--- src/rtl/atm_pkg.sv ---
// Shared constants, types and initial account table for the ATM account ledger.
package atm_pkg;

   localparam int unsigned NUM_ACCOUNTS = 10;
   localparam int unsigned ACC_W        = 12;
   localparam int unsigned PIN_W        = 4;
   localparam int unsigned BAL_W        = 11;
   localparam int unsigned IDX_W        = $clog2(NUM_ACCOUNTS);

   localparam logic [2:0] MENU_FIND                  = 3'b000;
   localparam logic [2:0] MENU_RSVD1                 = 3'b001;
   localparam logic [2:0] MENU_RSVD2                 = 3'b010;
   localparam logic [2:0] MENU_BALANCE               = 3'b011;
   localparam logic [2:0] MENU_WITHDRAW              = 3'b100;
   localparam logic [2:0] MENU_WITHDRAW_SHOW_BALANCE = 3'b101;
   localparam logic [2:0] MENU_TRANSACTION           = 3'b110;
   localparam logic [2:0] MENU_DEPOSIT               = 3'b111;

   typedef enum logic [2:0] {
      OK             = 3'd0,
      NOT_FOUND      = 3'd1,
      BAD_PIN        = 3'd2,
      INSUFFICIENT   = 3'd3,
      OVERFLOW       = 3'd4,
      DEST_NOT_FOUND = 3'd5,
      SAME_ACCOUNT   = 3'd6,
      BAD_OP         = 3'd7
   } status_t;

   typedef enum logic [2:0] {
      IDLE     = 3'd0,
      SCAN_SRC = 3'd1,
      SCAN_DST = 3'd2,
      EXEC     = 3'd3,
      RESP     = 3'd4
   } state_t;

   localparam logic [ACC_W-1:0] ACC_INIT [NUM_ACCOUNTS] = '{
      12'd2178, 12'd1111, 12'd1222, 12'd1333, 12'd1444,
      12'd2429, 12'd1555, 12'd1666, 12'd1777, 12'd3000
   };

   localparam logic [PIN_W-1:0] PIN_INIT [NUM_ACCOUNTS] = '{
      4'd4, 4'd1, 4'd2, 4'd3, 4'd4, 4'd9, 4'd5, 4'd6, 4'd7, 4'd1
   };

   localparam logic [BAL_W-1:0] BAL_INIT [NUM_ACCOUNTS] = '{
      11'd500, 11'd100, 11'd200, 11'd300, 11'd400,
      11'd1000, 11'd600, 11'd700, 11'd800, 11'd2047
   };

endpackage

--- src/rtl/account_scanner.sv ---
// Sequential table scanner: walks the account numbers one entry per cycle and flags a match.
module account_scanner
   import atm_pkg::*;
(
   input  logic             clk,
   input  logic             rst,
   input  logic             clear,
   input  logic             step,
   input  logic [ACC_W-1:0] key,
   output logic [IDX_W-1:0] idx,
   output logic             hit_c,
   output logic             last_c
);

   always_ff @(posedge clk) begin
      if (rst || clear) begin
         idx <= '0;
      end else if (step) begin
         idx <= idx + IDX_W'(1);
      end
   end

   // Scanning upward from zero makes the lowest matching index win.
   assign hit_c  = (ACC_INIT[idx] == key);
   assign last_c = (idx == IDX_W'(NUM_ACCOUNTS - 1));

endmodule

--- src/rtl/account_ledger.sv ---
// Bank-side account store: scans, authenticates and applies one transaction per request.
module account_ledger
   import atm_pkg::*;
(
   input  logic             clk,
   input  logic             rst,
   input  logic             reqValid,
   output logic             reqReady,
   input  logic [ACC_W-1:0] accNumber,
   input  logic [PIN_W-1:0] pin,
   input  logic [ACC_W-1:0] destinationAccNumber,
   input  logic [2:0]       menuOption,
   input  logic [BAL_W-1:0] amount,
   output logic             respValid,
   output logic [2:0]       respCode,
   output logic             error,
   output logic [BAL_W-1:0] balance
);

   state_t           state;
   logic [BAL_W-1:0] bal_q [NUM_ACCOUNTS];

   logic [ACC_W-1:0] lat_acc;
   logic [PIN_W-1:0] lat_pin;
   logic [ACC_W-1:0] lat_dst;
   logic [2:0]       lat_op;
   logic [BAL_W-1:0] lat_amount;
   logic [IDX_W-1:0] src_idx;
   logic [IDX_W-1:0] dst_idx;

   logic             scan_c;
   logic             clear_c;
   logic             step_c;
   logic [ACC_W-1:0] key_c;
   logic [IDX_W-1:0] idx;
   logic             hit_c;
   logic             last_c;

   // One scanner serves both lookups; the key follows the scan phase.
   assign scan_c  = (state == SCAN_SRC) || (state == SCAN_DST);
   assign clear_c = (state == IDLE) || ((state == SCAN_SRC) && hit_c);
   assign step_c  = scan_c && !hit_c && !last_c;
   assign key_c   = (state == SCAN_DST) ? lat_dst : lat_acc;

   account_scanner u_scanner (
      .clk    (clk),
      .rst    (rst),
      .clear  (clear_c),
      .step   (step_c),
      .key    (key_c),
      .idx    (idx),
      .hit_c  (hit_c),
      .last_c (last_c)
   );

   logic [BAL_W-1:0] src_bal_c;
   logic [BAL_W-1:0] dst_bal_c;
   logic [BAL_W:0]   src_sum_c;
   logic [BAL_W:0]   dst_sum_c;
   status_t          exec_code_c;
   logic [BAL_W-1:0] new_src_c;
   logic [BAL_W-1:0] new_dst_c;
   logic             wr_src_c;
   logic             wr_dst_c;

   // Execution checks in priority order; sums carry one extra bit so they never wrap.
   always_comb begin
      src_bal_c   = bal_q[src_idx];
      dst_bal_c   = bal_q[dst_idx];
      src_sum_c   = {1'b0, src_bal_c} + {1'b0, lat_amount};
      dst_sum_c   = {1'b0, dst_bal_c} + {1'b0, lat_amount};
      exec_code_c = OK;
      new_src_c   = src_bal_c;
      new_dst_c   = dst_bal_c;
      wr_src_c    = 1'b0;
      wr_dst_c    = 1'b0;
      if (lat_op == MENU_FIND) begin
         exec_code_c = OK;
      end else if ((lat_op == MENU_RSVD1) || (lat_op == MENU_RSVD2)) begin
         exec_code_c = BAD_OP;
      end else if (lat_pin != PIN_INIT[src_idx]) begin
         exec_code_c = BAD_PIN;
      end else begin
         case (lat_op)
            MENU_WITHDRAW, MENU_WITHDRAW_SHOW_BALANCE: begin
               if (lat_amount > src_bal_c) begin
                  exec_code_c = INSUFFICIENT;
               end else begin
                  new_src_c = src_bal_c - lat_amount;
                  wr_src_c  = 1'b1;
               end
            end
            MENU_DEPOSIT: begin
               if (src_sum_c[BAL_W]) begin
                  exec_code_c = OVERFLOW;
               end else begin
                  new_src_c = src_sum_c[BAL_W-1:0];
                  wr_src_c  = 1'b1;
               end
            end
            MENU_TRANSACTION: begin
               if (src_idx == dst_idx) begin
                  exec_code_c = SAME_ACCOUNT;
               end else if (lat_amount > src_bal_c) begin
                  exec_code_c = INSUFFICIENT;
               end else if (dst_sum_c[BAL_W]) begin
                  exec_code_c = OVERFLOW;
               end else begin
                  new_src_c = src_bal_c - lat_amount;
                  new_dst_c = dst_sum_c[BAL_W-1:0];
                  wr_src_c  = 1'b1;
                  wr_dst_c  = 1'b1;
               end
            end
            default: begin
               exec_code_c = OK;
            end
         endcase
      end
   end

   always_ff @(posedge clk) begin
      if (rst) begin
         state      <= IDLE;
         reqReady   <= 1'b1;
         respValid  <= 1'b0;
         respCode   <= OK;
         error      <= 1'b0;
         balance    <= '0;
         lat_acc    <= '0;
         lat_pin    <= '0;
         lat_dst    <= '0;
         lat_op     <= '0;
         lat_amount <= '0;
         src_idx    <= '0;
         dst_idx    <= '0;
         for (int i = 0; i < NUM_ACCOUNTS; i++) begin
            bal_q[i] <= BAL_INIT[i];
         end
      end else begin
         respValid <= 1'b0;
         case (state)
            IDLE: begin
               if (reqValid) begin
                  lat_acc    <= accNumber;
                  lat_pin    <= pin;
                  lat_dst    <= destinationAccNumber;
                  lat_op     <= menuOption;
                  lat_amount <= amount;
                  reqReady   <= 1'b0;
                  state      <= SCAN_SRC;
               end
            end
            SCAN_SRC: begin
               if (hit_c) begin
                  src_idx <= idx;
                  state   <= (lat_op == MENU_TRANSACTION) ? SCAN_DST : EXEC;
               end else if (last_c) begin
                  respValid <= 1'b1;
                  respCode  <= NOT_FOUND;
                  error     <= 1'b1;
                  balance   <= '0;
                  state     <= RESP;
               end
            end
            SCAN_DST: begin
               if (hit_c) begin
                  dst_idx <= idx;
                  state   <= EXEC;
               end else if (last_c) begin
                  respValid <= 1'b1;
                  respCode  <= DEST_NOT_FOUND;
                  error     <= 1'b1;
                  balance   <= '0;
                  state     <= RESP;
               end
            end
            EXEC: begin
               if (wr_src_c) bal_q[src_idx] <= new_src_c;
               if (wr_dst_c) bal_q[dst_idx] <= new_dst_c;
               respValid <= 1'b1;
               respCode  <= exec_code_c;
               error     <= (exec_code_c != OK);
               balance   <= (exec_code_c == OK) ? new_src_c : '0;
               state     <= RESP;
            end
            RESP: begin
               reqReady <= 1'b1;
               state    <= IDLE;
            end
            default: begin
               reqReady <= 1'b1;
               state    <= IDLE;
            end
         endcase
      end
   end

endmodule

--- config.mk ---
export PLATFORM = sky130hd
export DESIGN_NAME = account_ledger
export DESIGN_NICKNAME = d
export VERILOG_FILES = /design/src/rtl/atm_pkg.sv /design/src/rtl/account_scanner.sv /design/src/rtl/account_ledger.sv
export SDC_FILE = /design/constraint.sdc
export NUM_CORES = 1
export LEC_CHECK = 0
export BUFFER_PORTS_ARGS = -buffer_cell sky130_fd_sc_hd__buf_4
export CORE_UTILIZATION = 43
export DETAILED_ROUTE_END_ITERATION = 12
export GPL_ROUTABILITY_DRIVEN = 1
export GPL_TIMING_DRIVEN = 0
export PLACE_DENSITY = 0.56
export SLEW_MARGIN = 10
export SYNTH_ARGS = -nofsm -noshare
export SYNTH_HDL_FRONTEND = slang
export SYNTH_SLANG_ARGS = --single-unit
--- constraint.sdc ---
create_clock -name clk -period 16.85 [get_ports clk]
set_clock_uncertainty 0.05 [all_clocks]
set_input_delay 4.2125 -clock clk [delete_from_list [all_inputs] [get_ports clk]]
set_output_delay 4.2125 -clock clk [all_outputs]
set_load 0.1 [all_outputs]
Word-level counts from Yosys, hierarchy flattened
Memory sizes are Yosys's and may differ from the RTL's. A register that Yosys moved wholly into a read port is not among the register bits.
Index checks and enable logic that the tools add are counted.
Storage, ports and cells
  flip-flop bits (word level): 74
  memories: 3
  bits of input ports: 45
  bits in writable memories: 110
  memory bits (read-only): 256
  output and inout bits: 17
  word-level logic and storage cells: 159
Operators by class
  order comparisons: 3
  reductions and logical operators: 26
  eq/ne operators: 20
  bitwise gates (word level): 3
  multiplexer cells: 86
  add/sub/neg operators: 4
Memories
  (name not given): depth 16, width 12, rd ports 1, clocked after Yosys merged registers in 0, write ports 0, line account_scanner.sv:24  | assign hit_c = (ACC_INIT[idx] == key);
  bal_q: depth 10, width 11, rd ports 2, clocked after Yosys merged registers in 2, write ports 10, line account_ledger.sv:21  | logic [BAL_W-1:0] bal_q [NUM_ACCOUNTS];
  (name not given): depth 16, width 4, rd ports 1, clocked after Yosys merged registers in 0, write ports 0, line account_ledger.sv:81  | end else if (lat_pin != PIN_INIT[src_idx]) begin
Operators with widths (count)
  11-bit two-way mux: 20
  3-bit two-way mux: 15
  12-bit two-way mux: 3
  11-bit one-hot mux with 3 select lines: 1
  4-bit two-way mux: 8
  1-bit two-way mux: 30
  11-bit by 11-bit adder with 12-bit output: 2
  11-bit one-hot mux with 2 select lines: 1
  11-bit OR reduction: 2
  3-bit one-hot mux with 3 select lines: 2
  12-bit equality test: 1
  3-bit equality test, second input constant: 4
  2-bit inequality test, second input constant: 6
  3-bit one-hot mux with 4 select lines: 1
  11-bit > comparator: 1
  11-bit subtractor: 1
  5-bit >= comparator, second input constant: 2
  4-bit inverter with 5-bit output: 2
  3-bit by 2-bit equality test with 1-bit output, second input constant: 3
  3-bit zero test: 3
  2-bit AND reduction: 4
  3-bit by 1-bit equality test with 1-bit output, second input constant: 2
  1-bit one-hot mux with 2 select lines: 3
  3-bit nonzero test: 2
  16 further kinds: 23

Logic depth before layout (Yosys ltp)
  word-level depth: 14
  depth in mapped cells: 19
  mapped depth without buffers: 15

Hierarchy
From an unflattened synthesis, not the netlist that was laid out.
Unflattened totals
  cells, all modules: 1369
  area, all modules: 15753.9 um^2
By module, submodules not included
  account_ledger: sequential area each 6846.6 um^2, instances 1, area each 15187.1 um^2, cells each 1301
  account_scanner: sequential area each 80.1 um^2, instances 1, area each 566.8 um^2, cells each 68

Least setup slack after synthesis
Ideal clock, no wire load.
  path type: input to register
  start point: input port rst
  end point: memory bal_q[12][0] (enable)
  stages: 7
  slack: 10461 ps
  setup time: 394 ps
  arrival time: 5945 ps
  data required time: 16406 ps
  buffers on the path: 2
  cell sequence: nor2_1 > o21ai_0 > nor4_1 > buf_2 > nand4b_1 > clkbuf_1 > o21ai_0
RTL lines
  from (decl): line account_ledger.sv:6  | input logic rst,
  to (decl): line account_ledger.sv:21

==> results by group <==
Final layout
  • Share of cells above drive strength 1: 19.9%
  • Fin util: 49.7%
  • Layout Nets: 1560
  • Layout area overhead: 13.7%
  • Commonest non-fill, non-tap cell in the layout: edfxtp_1
  • Ant diodes: 0
  • Fin area: 0.0181 mm²
  • Most frequent cells in the layout: edfxtp_1, nand2_1, mux4_2

Global routing
  • Largest net degree at the start of global routing: 16
  • Total GRT Usage: 30.2%
  • Initial antenna violation count: 0
  • First-pass GRT wire length: 83300 µm
  • Vias in the first global route: 12600
  • GRT overflow: 0

Worst hold path
  • Min-delay worst type: flip-flop to flip-flop
  • HP Start: lat_dst[10]
  • Hold path depth: 2
  • Worst Hold Endpoint: lat_dst[10]

Setup path
  • Crit. path cell count: 15
  • Worst path slowest cell: nand3_1
  • Sum of buffers and inverters on the critical path: 5
  • Delay-heaviest family, CP: simple AND/OR/NAND/NOR gates
  • Critical Setup Path Class: flip-flop to flip-flop
  • Crit-path cells: clkbuf_1 -> clkbuf_1 -> clkbuf_1 -> mux4_2 -> mux4_2 -> ha_1 -> buf_2 -> and3_1 -> a221oi_1 -> o211a_1 -> nor4_1 -> buf_2 -> nor3b_1 -> nand2_1 -> nand3_1
  • Worst setup EP type: flip-flop
  • Worst-path fanout max: 11
  • Reg2reg end: bal_q[4][1]
  • WP data required: 17.01 ns
  • CP peak stage delay: 0.93 ns
  • Cell mode on critical path: clkbuf_1
  • R2R depth: 15
  • Critical path startpoint category: flip-flop
  • Critical path arrival: 8.15 ns
  • Reg2reg setup slack: 8.86 ns

Timing
  • Period utilization: 47.4%
  • Final Hold Violating Endpoints: 0
  • Setup TNS: 0 ns
  • Final setup fails: 0
  • Normalized max-slew margin: 8.67%
  • Minimum clock period: 7.99 ns
  • Final Max Slew Viols: 0
  • Max frequency: 125 MHz
  • RSZ-0062 raised after global routing: false
  • Worst hold slack: 0.402 ns
  • Worst slew pin tran: 1.37 ns

Floorplanning
  • Initial Utilization: 43.7%
  • Die Width: 195 µm
  • Die Ht: 195 µm
  • # rows: 70
  • Io pins: 62
  • Core region area: 0.0365 mm²
  • Die area: 0.0379 mm²

Routing
  • Initial DRT Pass Iterations: 8
  • Vias per cell: 6.57
  • DR iter-0 viols: 1609
  • DR WL/cell: 29.1 µm
  • Routed via count: 12900
  • Final WL: 57200 µm
  • DRC errors left: 0
  • Final ANT Viol Nets: 0

Yosys
  • Synth top area share: 33.1%
  • Ys flop type: edfxtp_1
  • Synthesized flop and latch total: 258
  • Post-synth ARST share: 0%
  • Cell accounting for the most synthesized area: edfxtp_1
  • Post-synth EDFFs: 176
  • Area contributors post-synth: edfxtp_1, mux4_2, dfxtp_1, mux2i_1, ha_1
  • Netlist cell types: 91
  • Syn. warnings: 0
  • Post-Synthesis Cells: 1371
  • Avg Inst Size Synth: 11.6 µm²
  • Seq/Total Area, Yosys: 43.4%
  • Netlist Area Pre-Place: 0.0160 mm²
  • Syn nets: 1459

Clock tree
  • Buffer count from post-CTS setup fixing: 0
  • Clk buf depth: 3
  • Post-CTS Resized: 0
  • Clock sink total: 258
  • Clock transition at the registers of the reported paths: 0.06 ns
  • CTS Buf Count: 30
  • Skew-Pair Late Insertion Delay: 0.60 ns
  • CTS tree: yes
  • # H-tree levels: 1
  • Root buffer cell: clkbuf_16
  • CTS Hold Bufs: 0

Flow run
  • Max_cap viols: 0

Placement
  • Number of buffers added on ports: 61
  • Global placer's final weighted congestion: 0.959
  • Placed instance area: 0.0172 mm²
  • Detail Placement HPWL: 42200 µm

Power and ir drop
  • VDD IR max: 0.0000742 V
  • Pwr dens: 80.3 mW/mm²
  • Lkg Pwr: 6.59 nW

Outcome
  • Outcome: completed
## sequential cells by signal, summed over array words and instances (netlist names), 3 cells and up, named ones only
register       count
bal_q            176
lat_acc           12
lat_dst           12
balance           11
lat_amount        11
dst_idx            4
lat_pin            4
src_idx            4
u_scanner.idx      4
lat_op             3
respCode           3
state              3
## where the power goes
group	leakage [nW]	switching [W]	internal, W
combinational	3.74	0.0000765	0.0000463
clock	0.452	0.000273	0.000368
sequential	2.39	0.00000957	0.000684
total	6.59	0.000359	0.00110
## worst reg2reg max path: stages (launching register included)
cell and delay [ns]:
dfxtp_1 0.30, clkbuf_1 0.59, clkbuf_1 0.73, clkbuf_1 0.59
mux4_2 0.41, mux4_2 0.61, ha_1 0.32, buf_2 0.22
and3_1 0.21, a221oi_1 0.11, o211a_1 0.33, nor4_1 0.81
buf_2 0.34, nor3b_1 0.47, nand2_1 0.59, nand3_1 0.93
## worst max-delay path by stage
stage,from,endpoint
floorplan,rst,bal_q[12][0]
global placement,flip-flop,bal_q[13][2]
CTS,flip-flop,bal_q[4][0]
global route,flip-flop,bal_q[4][0]
finish,flip-flop,bal_q[4][1]
detailed placement,rst,bal_q[4][7]
## stage by stage
step                power, W  std cells  worst slack [ns]
floorplan           0.000784       1371             10.46
global placement    0.000825       1900              7.92
detailed placement  0.000827       1908              8.82
CTS                  0.00146       1961              9.10
global route         0.00149       1961              8.66
finish               0.00146       1961              8.86
## Yosys cell counts, drive strengths merged (7+ instances only)
cell / instances
edfxtp: 176
nand2: 132
mux4: 109
mux2i: 92
dfxtp: 82
a21oi: 81
nor2: 66
clkbuf: 64
o22ai: 61
buf: 42
a22oi: 40
ha: 40
inv: 34
o21ai: 28
nand3: 26
nor3: 25
nor2b: 18
xnor2: 15
nand4: 13
a22o: 12
and3: 12
nand2b: 12
a21o: 11
and2: 11
a31oi: 10
o211ai: 10
xor2: 10
nor4: 9
o221ai: 9
o31ai: 8
or2: 8
a221o: 7
o21bai: 7
or3: 7
## metal layers
| layer | wire length [µm] | global-route usage, % | vias to the layer above |
|---|---|---|---|
| met4 | 2730 | 13.1 | 0 |
| met3 | 4820 | 5.43 | 159 |
| met2 | 26000 | 47.7 | 665 |
| met5 | 0 | 0.128 | - |
| li1 | - | - | 5619 |
| met1 | 23600 | 40.6 | 6440 |
## kinds of logic (layout without fill, tap and decap cells)
group | Yosys count | count (layout) | synth area share [%]
AOI/OAI and AO/OA | 333 | 333 | 14.7
xor gates and xnor gates | 25 | 25 | 1.37
adders and majority gates | 44 | 44 | 3.58
buffers and inverters | 140 | 262 | 3.69
DFF | 258 | 258 | 43.4
muxes | 207 | 207 | 21.6
and+or+nand+nor | 364 | 364 | 11.6
## final cells by class
class | count | area [µm²]
Fill cell | 3257 | 18400
Multi-Input combinational cell | 973 | 8500
Sequential cell | 258 | 6930
Clock buffer | 35 | 769
Timing Repair Buffer | 69 | 606
Tap cell | 468 | 586
Buffer | 106 | 463
Clock inverter | 18 | 166
Inverter | 34 | 128
Power figures use the tool's default switching activity.
